--- config.mk ---
export PLATFORM = sky130hd
export DESIGN_NAME = ps2_scan_ctrl
export DESIGN_NICKNAME = d
export VERILOG_FILES = /design/src/rtl/ps2_scan_ctrl.sv
export SDC_FILE = /design/constraint.sdc
export NUM_CORES = 1
export LEC_CHECK = 0
export ABC_CLOCK_PERIOD_IN_PS = 5900
export BUFFER_PORTS_ARGS = -buffer_cell sky130_fd_sc_hd__buf_2
export CORE_MARGIN = 8
export CORE_UTILIZATION = 55
export DETAILED_ROUTE_END_ITERATION = 10
export PLACE_DENSITY_LB_ADDON = 0.1
export SKIP_CTS_REPAIR_TIMING = 1
export SYNTH_ARGS = -nofsm -noshare
export SYNTH_HDL_FRONTEND = slang
export SYNTH_SLANG_ARGS = --single-unit
--- constraint.sdc ---
create_clock -name clk -period 5.9 [get_ports clk]
set_input_delay 0.59 -clock clk [delete_from_list [all_inputs] [get_ports clk]]
set_output_delay 0.59 -clock clk [all_outputs]
set_load 0.005 [all_outputs]
--- src/rtl/ps2_scan_ctrl.sv ---
// PS/2 scan-code assembler: folds E0/F0 prefixes into flags on the following code
// and queues {ext, brk, code} entries in a small first-word-fall-through FIFO.
module ps2_scan_ctrl #(
  parameter int DEPTH       = 4,
  parameter int TIMEOUT_CYC = 50000
) (
  input  logic       clk,
  input  logic       rst,
  input  logic       data_valid,
  input  logic [7:0] data_in,
  input  logic       rd_en,
  output logic       code_valid,
  output logic [7:0] code_out,
  output logic       is_ext,
  output logic       is_break,
  output logic [4:0] level,
  output logic       overflow,
  output logic [7:0] disp_byte
);

  localparam int PW = (DEPTH > 1) ? $clog2(DEPTH) : 1;
  localparam int TW = $clog2(TIMEOUT_CYC + 1);
  localparam logic [7:0] PFX_EXT = 8'hE0;
  localparam logic [7:0] PFX_BRK = 8'hF0;

  typedef enum logic [1:0] {IDLE, GOT_E0, GOT_F0, GOT_E0F0} state_t;

  state_t        state, state_nxt;
  logic [TW-1:0] tcnt;
  logic          timeout;
  logic          push_req;
  logic          ext_nxt, brk_nxt;

  logic [9:0]    mem [DEPTH];
  logic [PW-1:0] wptr, rptr;
  logic [4:0]    cnt;
  logic          full, pop, push;

  assign timeout = (state != IDLE) && (tcnt == TW'(TIMEOUT_CYC - 1));

  always_ff @(posedge clk) begin
    if (rst) state <= IDLE;
    else     state <= state_nxt;
  end

  // A new byte always wins over an expiring prefix in the same cycle.
  always_comb begin
    state_nxt = state;
    push_req  = 1'b0;
    ext_nxt   = 1'b0;
    brk_nxt   = 1'b0;
    if (data_valid) begin
      if (data_in == PFX_EXT) begin
        state_nxt = GOT_E0;
      end else if (data_in == PFX_BRK) begin
        case (state)
          IDLE, GOT_F0: state_nxt = GOT_F0;
          default:      state_nxt = GOT_E0F0;
        endcase
      end else begin
        push_req  = 1'b1;
        ext_nxt   = (state == GOT_E0) || (state == GOT_E0F0);
        brk_nxt   = (state == GOT_F0) || (state == GOT_E0F0);
        state_nxt = IDLE;
      end
    end else if (timeout) begin
      state_nxt = IDLE;
    end
  end

  always_ff @(posedge clk) begin
    if (rst)                                tcnt <= '0;
    else if (data_valid || state == IDLE)   tcnt <= '0;
    else if (timeout)                       tcnt <= '0;
    else                                    tcnt <= tcnt + TW'(1);
  end

  assign full = (cnt == 5'(DEPTH));
  assign pop  = rd_en && (cnt != 5'd0);
  assign push = push_req && (!full || pop);

  // Storage carries no reset; only pointers and occupancy define validity.
  always_ff @(posedge clk) begin
    if (push && !rst) mem[wptr] <= {ext_nxt, brk_nxt, data_in};
  end

  always_ff @(posedge clk) begin
    if (rst) begin
      wptr      <= '0;
      rptr      <= '0;
      cnt       <= 5'd0;
      overflow  <= 1'b0;
      disp_byte <= 8'h00;
    end else begin
      if (push) wptr <= wptr + PW'(1);
      if (pop)  rptr <= rptr + PW'(1);
      case ({push, pop})
        2'b10:   cnt <= cnt + 5'd1;
        2'b01:   cnt <= cnt - 5'd1;
        default: cnt <= cnt;
      endcase
      if (push_req && full && !pop) overflow <= 1'b1;
      if (push_req) disp_byte <= data_in;
    end
  end

  assign code_valid = (cnt != 5'd0);
  assign level      = cnt;
  assign {is_ext, is_break, code_out} = mem[rptr];

endmodule

# Word level (Yosys, flattened, before mapping)
# Memories as Yosys holds them, arrays and structs flattened. A register that Yosys moved wholly into a read port is not among the register bits.
# Index checks and enable logic that the tools add are counted.
[word_totals]
register_bits = 36
ram_bits = 40
input_bits = 12
wordCells = 61
mem_count = 1
[memory_table]
columns = ["memory", "words", "width", "rd", "rd_ports_with_merged_regs", "write_ports", "line", "text"]
rows = [
  ["mem", 4, 10, 1, 1, 1, "34", "logic [9:0] mem [DEPTH];"],
]
[classes]
add_sub_neg = 5
n_eq_ne = 9
mux = 19
reduce_logical = 20
[op_table]
columns = ["cell", "count"]
rows = [
  ["16-bit by 1-bit adder with 16-bit output, second input constant", 1],
  ["16-bit equality test, second input constant", 1],
  ["8-bit equality test, second input constant", 2],
  ["1-bit 2-to-1 mux", 12],
  ["2-bit 2-to-1 mux", 6],
  ["5-bit one-hot mux with 2 select lines", 1],
  ["2-bit equality test, second input constant", 3],
  ["1-bit logical AND", 6],
  ["2-bit nonzero test", 3],
  ["5-bit by 1-bit adder with 5-bit output, second input constant", 1],
  ["5-bit by 3-bit equality test with 1-bit output, second input constant", 1],
  ["5-bit nonzero test", 1],
  ["5-bit by 1-bit subtractor with 5-bit output, second input constant", 1],
  ["2-bit by 1-bit adder with 2-bit output, second input constant", 2],
  ["2-bit by 1-bit equality test with 1-bit output, second input constant", 2],
  ["1-bit logical OR", 4],
  ["1-bit zero test", 3],
  ["3-bit OR reduction", 1],
  ["2-bit zero test", 1],
  ["2-bit OR reduction", 1],
]

# Logic depth before layout (Yosys ltp)
# Gate-level depths: netlist of the first run.
[depth]
depth_word = 8
mapped_depth = 10
mapped_depth_nobuf = 10

# Worst setup path before layout of the first run
# No wires, ideal clock.
[synth_path]
path_type = "in2reg"
start = "input port data_in[0]"
end = "register cnt[4] (netlist: level[4])"
t_arrival_ps = 2865
required_ps = 5777
slack_ps = 2912
stages = 10
cell_sequence = "or3b_4 o41ai_1 and2_1 inv_1 fa_1 nor2b_1 o21ai_0 a2111oi_2 a31oi_1 mux2_1"
[synth_between]
elab_chain_len = 7
word_cells_on_any_way = 10
[synth_rtl]
columns = ["element", "line", "text"]
rows = [
  ["from (decl)", "10", "input logic [7:0] data_in,"],
  ["8-bit equality test", "55", "end else if (data_in == PFX_BRK) begin"],
  ["1-bit 2-to-1 mux", "55", ""],
  ["1-bit 2-to-1 mux (*)", "53", "if (data_in == PFX_EXT) begin"],
  ["1-bit 2-to-1 mux (*)", "52", "if (data_valid) begin"],
  ["1-bit logical AND (*)", "80", "assign push = push_req && (!full || pop);"],
  ["2-bit by 1-bit equality test with 1-bit output / 2-bit equality test (equally long branches)", "97", "case ({push, pop})"],
  ["5-bit one-hot mux with 2 select lines / 2-bit nonzero test (equally long branches)", "-", ""],
  ["to (signal assigned)", "98", "2'b10: cnt <= cnt + 5'd1;"],
  ["to (signal assigned)", "99", "2'b01: cnt <= cnt - 5'd1;"],
  ["to (signal assigned)", "100", "default: cnt <= cnt;"],
  ["to (decl)", "36", "logic [4:0] cnt;"],
]
# Every way passes the cells marked *; elsewhere a longest branch is shown, timed or not.
# A chain may end at the register's enable or synchronous reset.

# Worst setup path in the final report of the first run
# Ends and elaborated chain as after synthesis.

==> impl_summary.md, run 1 <==
STA
The clock period minus worst slack is 2.98 ns. Setup repair after global routing left no endpoint under its margin. The number of setup violations in the final report is 0. The highest clock rate is 336 MHz. The accumulated negative setup slack is 0 ns. The pin slew with the least headroom to its limit is around 0.68 ns. On the final layout, the worst clock skew is about 0.010 ns.

Of the available clock period, the critical path in the final layout requires 50.4%. The final count of hold timing violations came to 0. Headroom to the max-slew limit came out at a little over half. The final-report max-slew violation count is 0.

Floorplanning
The initial utilization of the core area, before any placement, comes to a little under three fifths. The area of the core is a little under 0.006 sq mm. The number of top-level pins is 37. Measured along the x axis, the die boundary spans between 90 and 100 um. The floorplan step set the die height to 92.6 um. In this run the core area contains 28 standard-cell rows. The area of the die is roughly 0.0086 sq mm.

Final layout
0 antenna diodes ended up in the layout. The fraction of layout instances using a drive strength above 1 is about 24%. The final core area utilization is 63.9%. For this run, the post-layout net count is just over 300.

The layout overhead on the synthesized area is 14.5%.

Drt
The residual antenna-violating net count after detailed routing is 0. The routed layout has a little under 2000 vias. The final routed wire length divided by cell count is 16.1 um. The routed via count divided by cell count is roughly 5.3.

The remaining design rule violation count is 0. The number of violations reported at the end of detailed-routing iteration 0 is 74. The total detailed-routing wirelength is between 5 and 6 mm. The first-pass iteration count of the detailed router is 4.

Pwr
The switching power total is between 0.0003 and 0.0004 W. Combinational logic is responsible for between 20% and 30% of the overall power. For this design the ratio of total power to cell area is 378 mW/mm^2. The analysis attributes to cell leakage a power of between 1 and 1.5 nW.

IR analysis of the VDD net gives a maximum drop of 298 uV. The share of total power dissipated in the clock network is 31.9%. The internal power is 0.00101 W. Registers are responsible for a little under half of the overall power. In this run switching power makes up between 20% and 30% of total power.

Global routing
The number of global-route vias before repair is roughly 2000. The initial antenna violation count is 0. Global routing used approximately 15% of the available tracks. After global routing the overflow that remains totals 0. Entering global routing, the biggest net connects 25 pins. The first global-routing pass estimated around 9.7 mm of wire.

Run status
The flow ran to the end, and the final reports show no timing, DRC or antenna violations.

Worst setup path
Traced cell by cell, the critical path runs through buf_2 -> or3b_4 -> o41ai_2 -> and2_1 -> inv_1 -> fa_1 -> nor2b_1 -> o21ai_0 -> a2111oi_2 -> a31oi_1 -> mux2_1. STA classifies the critical path startpoint as an input port. Data arrives at the worst endpoint at 3.21 ns. The critical path starts at data_in[0]. The startpoint identified for the worst register-to-register timing path is level[0]$_SDFFE_PP0P_. Data on the critical path is required at its endpoint by 6.13 ns. By startpoint and endpoint, the worst setup path is classified as input port to flip-flop. The buffering stage count on the worst path with inverters included is 2. On the worst path, the slowest cell contributes a delay of roughly 0.43 ns. The kind of cell adding the most delay to the critical path is compound AO/OA/AOI/OAI gates. The master of the slowest instance on the critical path is sky130_fd_sc_hd__or3b_4. The type of destination of the critical path is a flip-flop. The largest fanout on the critical path is 6.

Clock tree
The clock passes through at most 2 buffers. After clock tree synthesis, the clock-pin slew on the worst setup and hold paths is approximately 0.08 ns. The tree built by TritonCTS fans out to 78 sinks.

The cell at the root of the clock tree is sky130_fd_sc_hd__clkbuf_8. CTS built an H-tree with a depth of 3. The TritonCTS clock tree is yes. In this run, CTS created clock tree buffers numbering 9. For the worst-skew pair, the clock arrives at the later sink with an insertion delay of 0.35 ns.

Placed design
The last weighted congestion value of the routability-driven placer is about 0.85. Buffers placed on the I/O ports in this run total 36. The final HPWL from detailed placement is approximately 4.1 mm.

Synth
After synthesis the cells add up to 0.00323 sq mm. Counting flops and latches in the post-synthesis netlist gives between 70 and 80. Yosys printed 0 warnings. Synthesis produced a netlist with a net count of around 270. Synthesis instantiated about 40 different standard cells from the library.

The prevailing post-synth register cell is sky130_fd_sc_hd__edfxtp_1. The count of flip-flops with a built-in enable after synthesis is 40. The fraction of registers with async set or reset after synthesis is 0%. Synthesis handed over a netlist of 250 instances. After synthesis, flip-flops and latches occupy 60.8% of the total area.

The average size of a mapped cell is between 10 and 15 sq um.

Worst hold path
The startpoint identified for the worst hold timing path is tcnt[0]$_SDFF_PP0_. The class of the most critical hold timing path is flip-flop to flip-flop.

Job
The number of maximum-capacitance violations is 0.
power groups by stage:
stage          logic (W)  clock network [W]  registers (W)
6_report        0.000297           0.000445       0.000654
5_1_grt         0.000331           0.000471       0.000663
4_1_cts         0.000303           0.000449       0.000656
3_5_place_dp    0.000301                  0       0.000669
3_3_place_gp    0.000301                  0       0.000668
2_1_floorplan   0.000227                  0       0.000645
worst reg2reg max path: stages, from the launching register on:
cell	delay [ns]
sky130_fd_sc_hd__dfxtp_1	0.35
sky130_fd_sc_hd__or4_4	0.57
sky130_fd_sc_hd__o21a_2	0.27
sky130_fd_sc_hd__and2_1	0.21
sky130_fd_sc_hd__ha_1	0.34
sky130_fd_sc_hd__nor2b_1	0.13
sky130_fd_sc_hd__o21ai_0	0.13
sky130_fd_sc_hd__a2111oi_2	0.38
sky130_fd_sc_hd__a31oi_1	0.08
sky130_fd_sc_hd__mux2_1	0.31
worst paths after layout:
check	endpoint	cells after the start	slack, ns
max	level[4]$_SDFFE_PP0P_	11	2.92
min reg2reg	tcnt[0]$_SDFF_PP0_	1	0.44
max reg2reg	level[4]$_SDFFE_PP0P_	9	3.01
min	tcnt[0]$_SDFF_PP0_	1	0.44
synthesized netlist by cell type (2+ instances only):
library cell	number	area (sq um)
sky130_fd_sc_hd__nand2_1	23	86.3
sky130_fd_sc_hd__and3_1	3	18.8
sky130_fd_sc_hd__nand4_1	2	12.5
sky130_fd_sc_hd__xnor2_1	10	87.6
sky130_fd_sc_hd__xor2_1	10	87.6
sky130_fd_sc_hd__nand3_1	4	20.0
sky130_fd_sc_hd__ha_1	8	100
sky130_fd_sc_hd__and2_1	10	62.6
sky130_fd_sc_hd__and4_1	3	26.3
sky130_fd_sc_hd__dfxtp_1	38	761
sky130_fd_sc_hd__nor2_1	29	109
sky130_fd_sc_hd__clkbuf_1	5	18.8
sky130_fd_sc_hd__inv_1	6	22.5
sky130_fd_sc_hd__nor2b_1	5	31.3
sky130_fd_sc_hd__a21oi_1	11	55.1
sky130_fd_sc_hd__a31oi_1	2	12.5
sky130_fd_sc_hd__o21ai_0	2	10.0
sky130_fd_sc_hd__edfxtp_1	40	1200
sky130_fd_sc_hd__mux4_2	10	225
sky130_fd_sc_hd__nand2b_1	3	18.8
sky130_fd_sc_hd__nor4_1	3	18.8
sky130_fd_sc_hd__mux2i_1	4	40.0
flip-flops by register name, indices dropped and copies added (netlist names), named ones only:
signal	count
disp_byte	8
state	2
mem	40
level	5
wptr	2
overflow	1
tcnt	16
rptr	2
per-layer routing:
layer,global-route usage [%],up-vias,wire (um)
li1,-,971,-
met1,17.9,932,2730
met2,23.4,42,2820
met3,4.13,12,295
met4,6.85,0,120
met5,0,-,0
through the flow:
stage	area, sq um	std cells	worst slack, ns	power, W	hold slack [ns]
after floorplan	3230	250	2.91	0.000871	0.413
after global placement	3480	354	2.67	0.000968	0.427
after detailed placement	3480	354	2.58	0.000970	0.433
after CTS	3700	370	2.93	0.00141	0.445
after global routing	3700	370	2.79	0.00146	0.480
final	3700	370	2.92	0.00140	0.443
kinds of logic after synthesis:
family                     synth area share [%]
adders and majority gates                  3.72
AOI/OAI and AO/OA                          4.61
buffers and inverters                      1.90
xor gates and xnor gates                   5.43
muxes                                      9.27
and+or+nand+nor                            14.3
DFF                                        60.8
layout by cell type, fill, tap and decap left out, types with 2 or more instances in the layout:
cell type,n
sky130_fd_sc_hd__and4_1,3
sky130_fd_sc_hd__ha_1,8
sky130_fd_sc_hd__nand2_1,23
sky130_fd_sc_hd__nand2b_1,3
sky130_fd_sc_hd__xnor2_1,10
sky130_fd_sc_hd__nand3_1,4
sky130_fd_sc_hd__a21oi_1,11
sky130_fd_sc_hd__clkbuf_8,9
sky130_fd_sc_hd__nand4_1,2
sky130_fd_sc_hd__mux4_2,10
sky130_fd_sc_hd__nor2b_1,5
sky130_fd_sc_hd__xor2_1,10
sky130_fd_sc_hd__inv_6,2
sky130_fd_sc_hd__o21ai_0,2
sky130_fd_sc_hd__bufinv_16,2
sky130_fd_sc_hd__dfxtp_1,38
sky130_fd_sc_hd__and2_1,10
sky130_fd_sc_hd__nor2_1,29
sky130_fd_sc_hd__and3_1,3
sky130_fd_sc_hd__edfxtp_1,40
sky130_fd_sc_hd__clkinv_2,2
sky130_fd_sc_hd__nor4_1,3
sky130_fd_sc_hd__mux2i_1,4
sky130_fd_sc_hd__a31oi_1,2
sky130_fd_sc_hd__inv_1,6
sky130_fd_sc_hd__buf_2,36
area by class of cell:
class	instances	area, sq um
Inverter	6	22.5
Clock inverter	7	95.1
Fill cell	465	2080
Sequential cell	78	1960
Timing Repair Buffer	37	188
Multi-Input combinational cell	158	1210
Clock buffer	9	124
Tap cell	75	93.8
No activity file was read; power rests on OpenSTA's default activity.
==> run 2, diff against run 1 <==
- ABC_CLOCK_PERIOD_IN_PS: 5900 -> 2390
- CORE_UTILIZATION: 55 -> 52
- clock period: 5.9 -> 2.39 ns (I/O delays scaled with it)
==> run 2 against run 1 <==
  * The run now ends with negative setup slack left
  * Sequential share of layout area shrank 3.7 points
  * First-iteration DRC count shrank 8.1%
  * Clock skew shrank 0.0011 ns
  * Largest cell class unchanged
  * Routed wire length grew 6.4%
  * Register-to-register slack lost 3.3 ns
  * Cell count grew 7.3%
  * Cell area grew 7.6%
  * Power grew to 2.7 times the previous value
  * Die area grew 4.8%
  * Combinational power grew to 3.5 times the previous value
  * Hold slack lost 0.26 ns
==> impl_summary.md, run 2 (synthesized netlist as in run 1, its figures left out) <==
STA
Of the available clock period, the critical path in the final layout requires 111%. The worst clock skew on the final layout is 0.00895 ns (-0.00111 ns). The final-report max-slew violation count came to 0 (unchanged). The accumulated negative setup slack was -0.267 ns (-0.267 ns). The final count of hold timing violations came to 0 (unchanged). Setup repair after global routing could not meet its margin everywhere. The pin slew with the least headroom to its limit came to 0.566 ns (-0.115 ns). The highest clock rate is 376 MHz. The final worst slack is -0.267 ns (-3.19 ns). The worst relative slew slack is 62.3% (+7.7 points). For the finished layout, the period the worst path requires is ~2.7 ns.

The number of setup violations in the final report was 1 (+1).

Clock tree
The cell sitting at the root of the clock tree is a sky130_fd_sc_hd__clkbuf_8. The maximum root-to-sink buffer count came to 2 (unchanged). The number of H-tree levels is 3 (unchanged). The clock insertion delay at the later pin of the skew report was 0.34 ns (about the same). The clock buffer count from CTS is 9 (unchanged). The TritonCTS sink count is 78 (unchanged). The clock-pin slew reported for the worst setup and hold paths after clock tree synthesis came to 0.09 ns (about the same). TritonCTS built the clock tree.

Worst setup path
The cell family contributing the most delay on the critical path is simple AND/OR/NAND/NOR gates. The largest fanout on the critical path was 4 (-2). The largest incremental delay on the critical path is 0.53 ns (+0.10 ns). The depth of the worst register-to-register path is 10 (+1). The worst setup path is launched from a flip-flop.

The worst register-to-register path ends at level[4]$_SDFFE_PP0P_. The data arrival at the endpoint of the critical path is 2.88 ns (-0.33 ns). The data required time of the critical path is 2.61 ns (-3.52 ns).

The buffering stage count on the worst path with inverters included is 1 (-1). The launching point of the worst reg2reg path is level[0]$_SDFFE_PP0P_. The type of destination of the critical path is a flip-flop.

The master of the slowest instance on the critical path is sky130_fd_sc_hd__or4_4. The worst setup path is of the flip-flop to flip-flop kind. The signal on the critical path passes through or4_4 -> o21a_4 -> and2_4 -> buf_6 -> ha_4 -> nor2b_4 -> o21ai_2 -> a2111oi_2 -> a31oi_1 -> mux2_1.

The setup slack on the worst flop-to-flop path is -0.27 ns (-3.28 ns).

Final layout
In the final layout, the registers with the most flip-flops are mem: 40 flops, tcnt: 16 flops, disp_byte: 8 flops. mem holds more flip-flops than any other register. The flip-flop count of the largest register after layout was 40 (unchanged). The multi-input combinational cell area came to 0.00125 sq mm (+3.0%). The library cells used most frequently in the layout, excluding fill and tap cells, are 40 x sky130_fd_sc_hd__edfxtp_1, 36 x sky130_fd_sc_hd__dfxtp_1, 36 x sky130_fd_sc_hd__buf_2.

The flip-flop and latch area is 0.00196 sq mm (+0.13%). The fraction of layout instances using a drive strength above 1 is 32.9% (+8.5 points). The number of diodes added for antenna fixing was 0 (unchanged). The fill cell instance count of the final layout came to 461 (-0.86%). The final core area utilization was 66.8% (+2.8 points). The number of nets in the finished design came to 338 (+8.7%). The commonest non-fill, non-tap cell in the layout is sky130_fd_sc_hd__edfxtp_1. From synthesis to final layout, the design area changed by 23.2%.

Drt
The number of violations reported at the end of detailed-routing iteration 0 is 68 (-8.1%). The total detailed-routing wirelength is 6.35 mm (+6.4%). The final routed wire length divided by cell count was 16.0 um (-0.82%). The residual antenna-violating net count after detailed routing is 0 (unchanged). The routed via count divided by cell count is 5.16 (-2.5%). The remaining design rule violation count is 0 (unchanged). The count of vias placed by the detailed router is 2047 (+4.6%). The first-pass iteration count of the detailed router came to 4 (unchanged).

Floorplanning
The overall die height is 94.8 um (+2.4%). The area of the die was 0.00898 sq mm (+4.8%). The horizontal die dimension was 94.8 um (+2.4%).

The area of the core is 0.00596 sq mm (+3.0%). The number of placement rows is 28 (unchanged). The number of top-level pins was 37 (unchanged). The initial cell density of the core was 54.2% (-1.6 points).

Job
The number of maximum-capacitance violations is 0 (unchanged).

Global routing
The initial antenna violation count came to 0 (unchanged). met2 is the most crowded layer. The global routing met1 resource utilization was 19.2% (+1.3 points).

The global routing usage on met2 came to 24.8% (+1.4 points). The total congestion overflow was 0 (unchanged). The pin count of the biggest net entering global routing was 24 (-4.0%). The first-pass GRT wire length came to 10.4 mm (+6.9%). The global-route usage over all layers is 15.2% (+0.59 points).

The global-route track usage on met3 came to 2.86% (-1.3 points). The number of global-route vias before repair is 2054 (+5.2%).

Run status
The run finished, with violations left. The checks that failed: negative setup slack.

Pwr
The power density over cell area was 965 mW/mm^2 (+160%). The cell leakage power is 1.52 nW (+11%). The net switching fraction of the power came to 26.5% (-1.2 points). The peak supply drop is 686 uV (+130%). The internal power was 0.00282 W (+180%). The sequential share of power is 40.9% (-6.0 points). The relative contribution of combinational cells to total power was 27.2% (+5.9 points).

The clock group share of total power came to 32.0% (about the same). The switching power total is 0.00102 W (+160%).

Worst hold path
The origin of the worst min-delay path is data_in[4]. The class of the most critical hold timing path is input port to flip-flop. The worst min-delay path endpoint is mem[1][4]$_DFFE_PP_. The cell depth of the worst hold path is 1 (unchanged).

Placed design
The number of buffer cells added on primary ports came to 36 (unchanged). The final HPWL from detailed placement came to 4.37 mm (+6.9%). The last weighted congestion value of the routability-driven placer is 0.859 (+1.6%).
run 2: final cells by class:
class                      count  share of cell area [%]
clock buffer                  10                    3.46
clock inverter                 6                    2.93
inverter                       6                   0.566
multi-input combinational    158                    31.4
sequential                    78                    49.4
tap                           75                    2.36
timing repair buffer          64                    9.91
run 2: per-stage QoR:
step           total power [W]  hold slack (ns)  instances  setup slack, ns  instance area (sq um)
3_3_place_gp           0.00260            0.423        380           -0.258                   3690
6_report               0.00384            0.180        397           -0.267                   3980
3_5_place_dp           0.00260            0.433        380           -0.338                   3690
5_1_grt                0.00402            0.185        397           -0.371                   3980
2_1_floorplan          0.00218            0.338        250           -0.156                   3260
4_1_cts                0.00382            0.169        396           -0.281                   3950
run 2: per-layer routing:
metal,vias to the layer above,wire length (um)
met5,-,0
met4,0,99
met3,11,199
met2,34,3050
met1,979,3000
li1,1023,-
run 2: worst max path at each step:
stage                                from               endpoint  slack (ns)  cells after the start
global route        level[0]$_SDFFE_PP0P_  level[4]$_SDFFE_PP0P_       -0.37                     10
detailed placement             data_in[0]  level[4]$_SDFFE_PP0P_       -0.34                     11
global placement               data_in[0]  level[4]$_SDFFE_PP0P_       -0.26                     11
CTS                 level[4]$_SDFFE_PP0P_  level[4]$_SDFFE_PP0P_       -0.28                     10
floorplan           level[4]$_SDFFE_PP0P_  level[4]$_SDFFE_PP0P_       -0.16                      9
finish              level[0]$_SDFFE_PP0P_  level[4]$_SDFFE_PP0P_       -0.27                     10
run 2: power groups by stage:
stage,Combinational (W),Sequential [W],Clock [W]
2_1_floorplan,0.000587,0.00160,0
3_3_place_gp,0.00101,0.00159,0
3_5_place_dp,0.00100,0.00160,0
4_1_cts,0.00101,0.00157,0.00124
5_1_grt,0.00114,0.00158,0.00130
6_report,0.00104,0.00157,0.00123
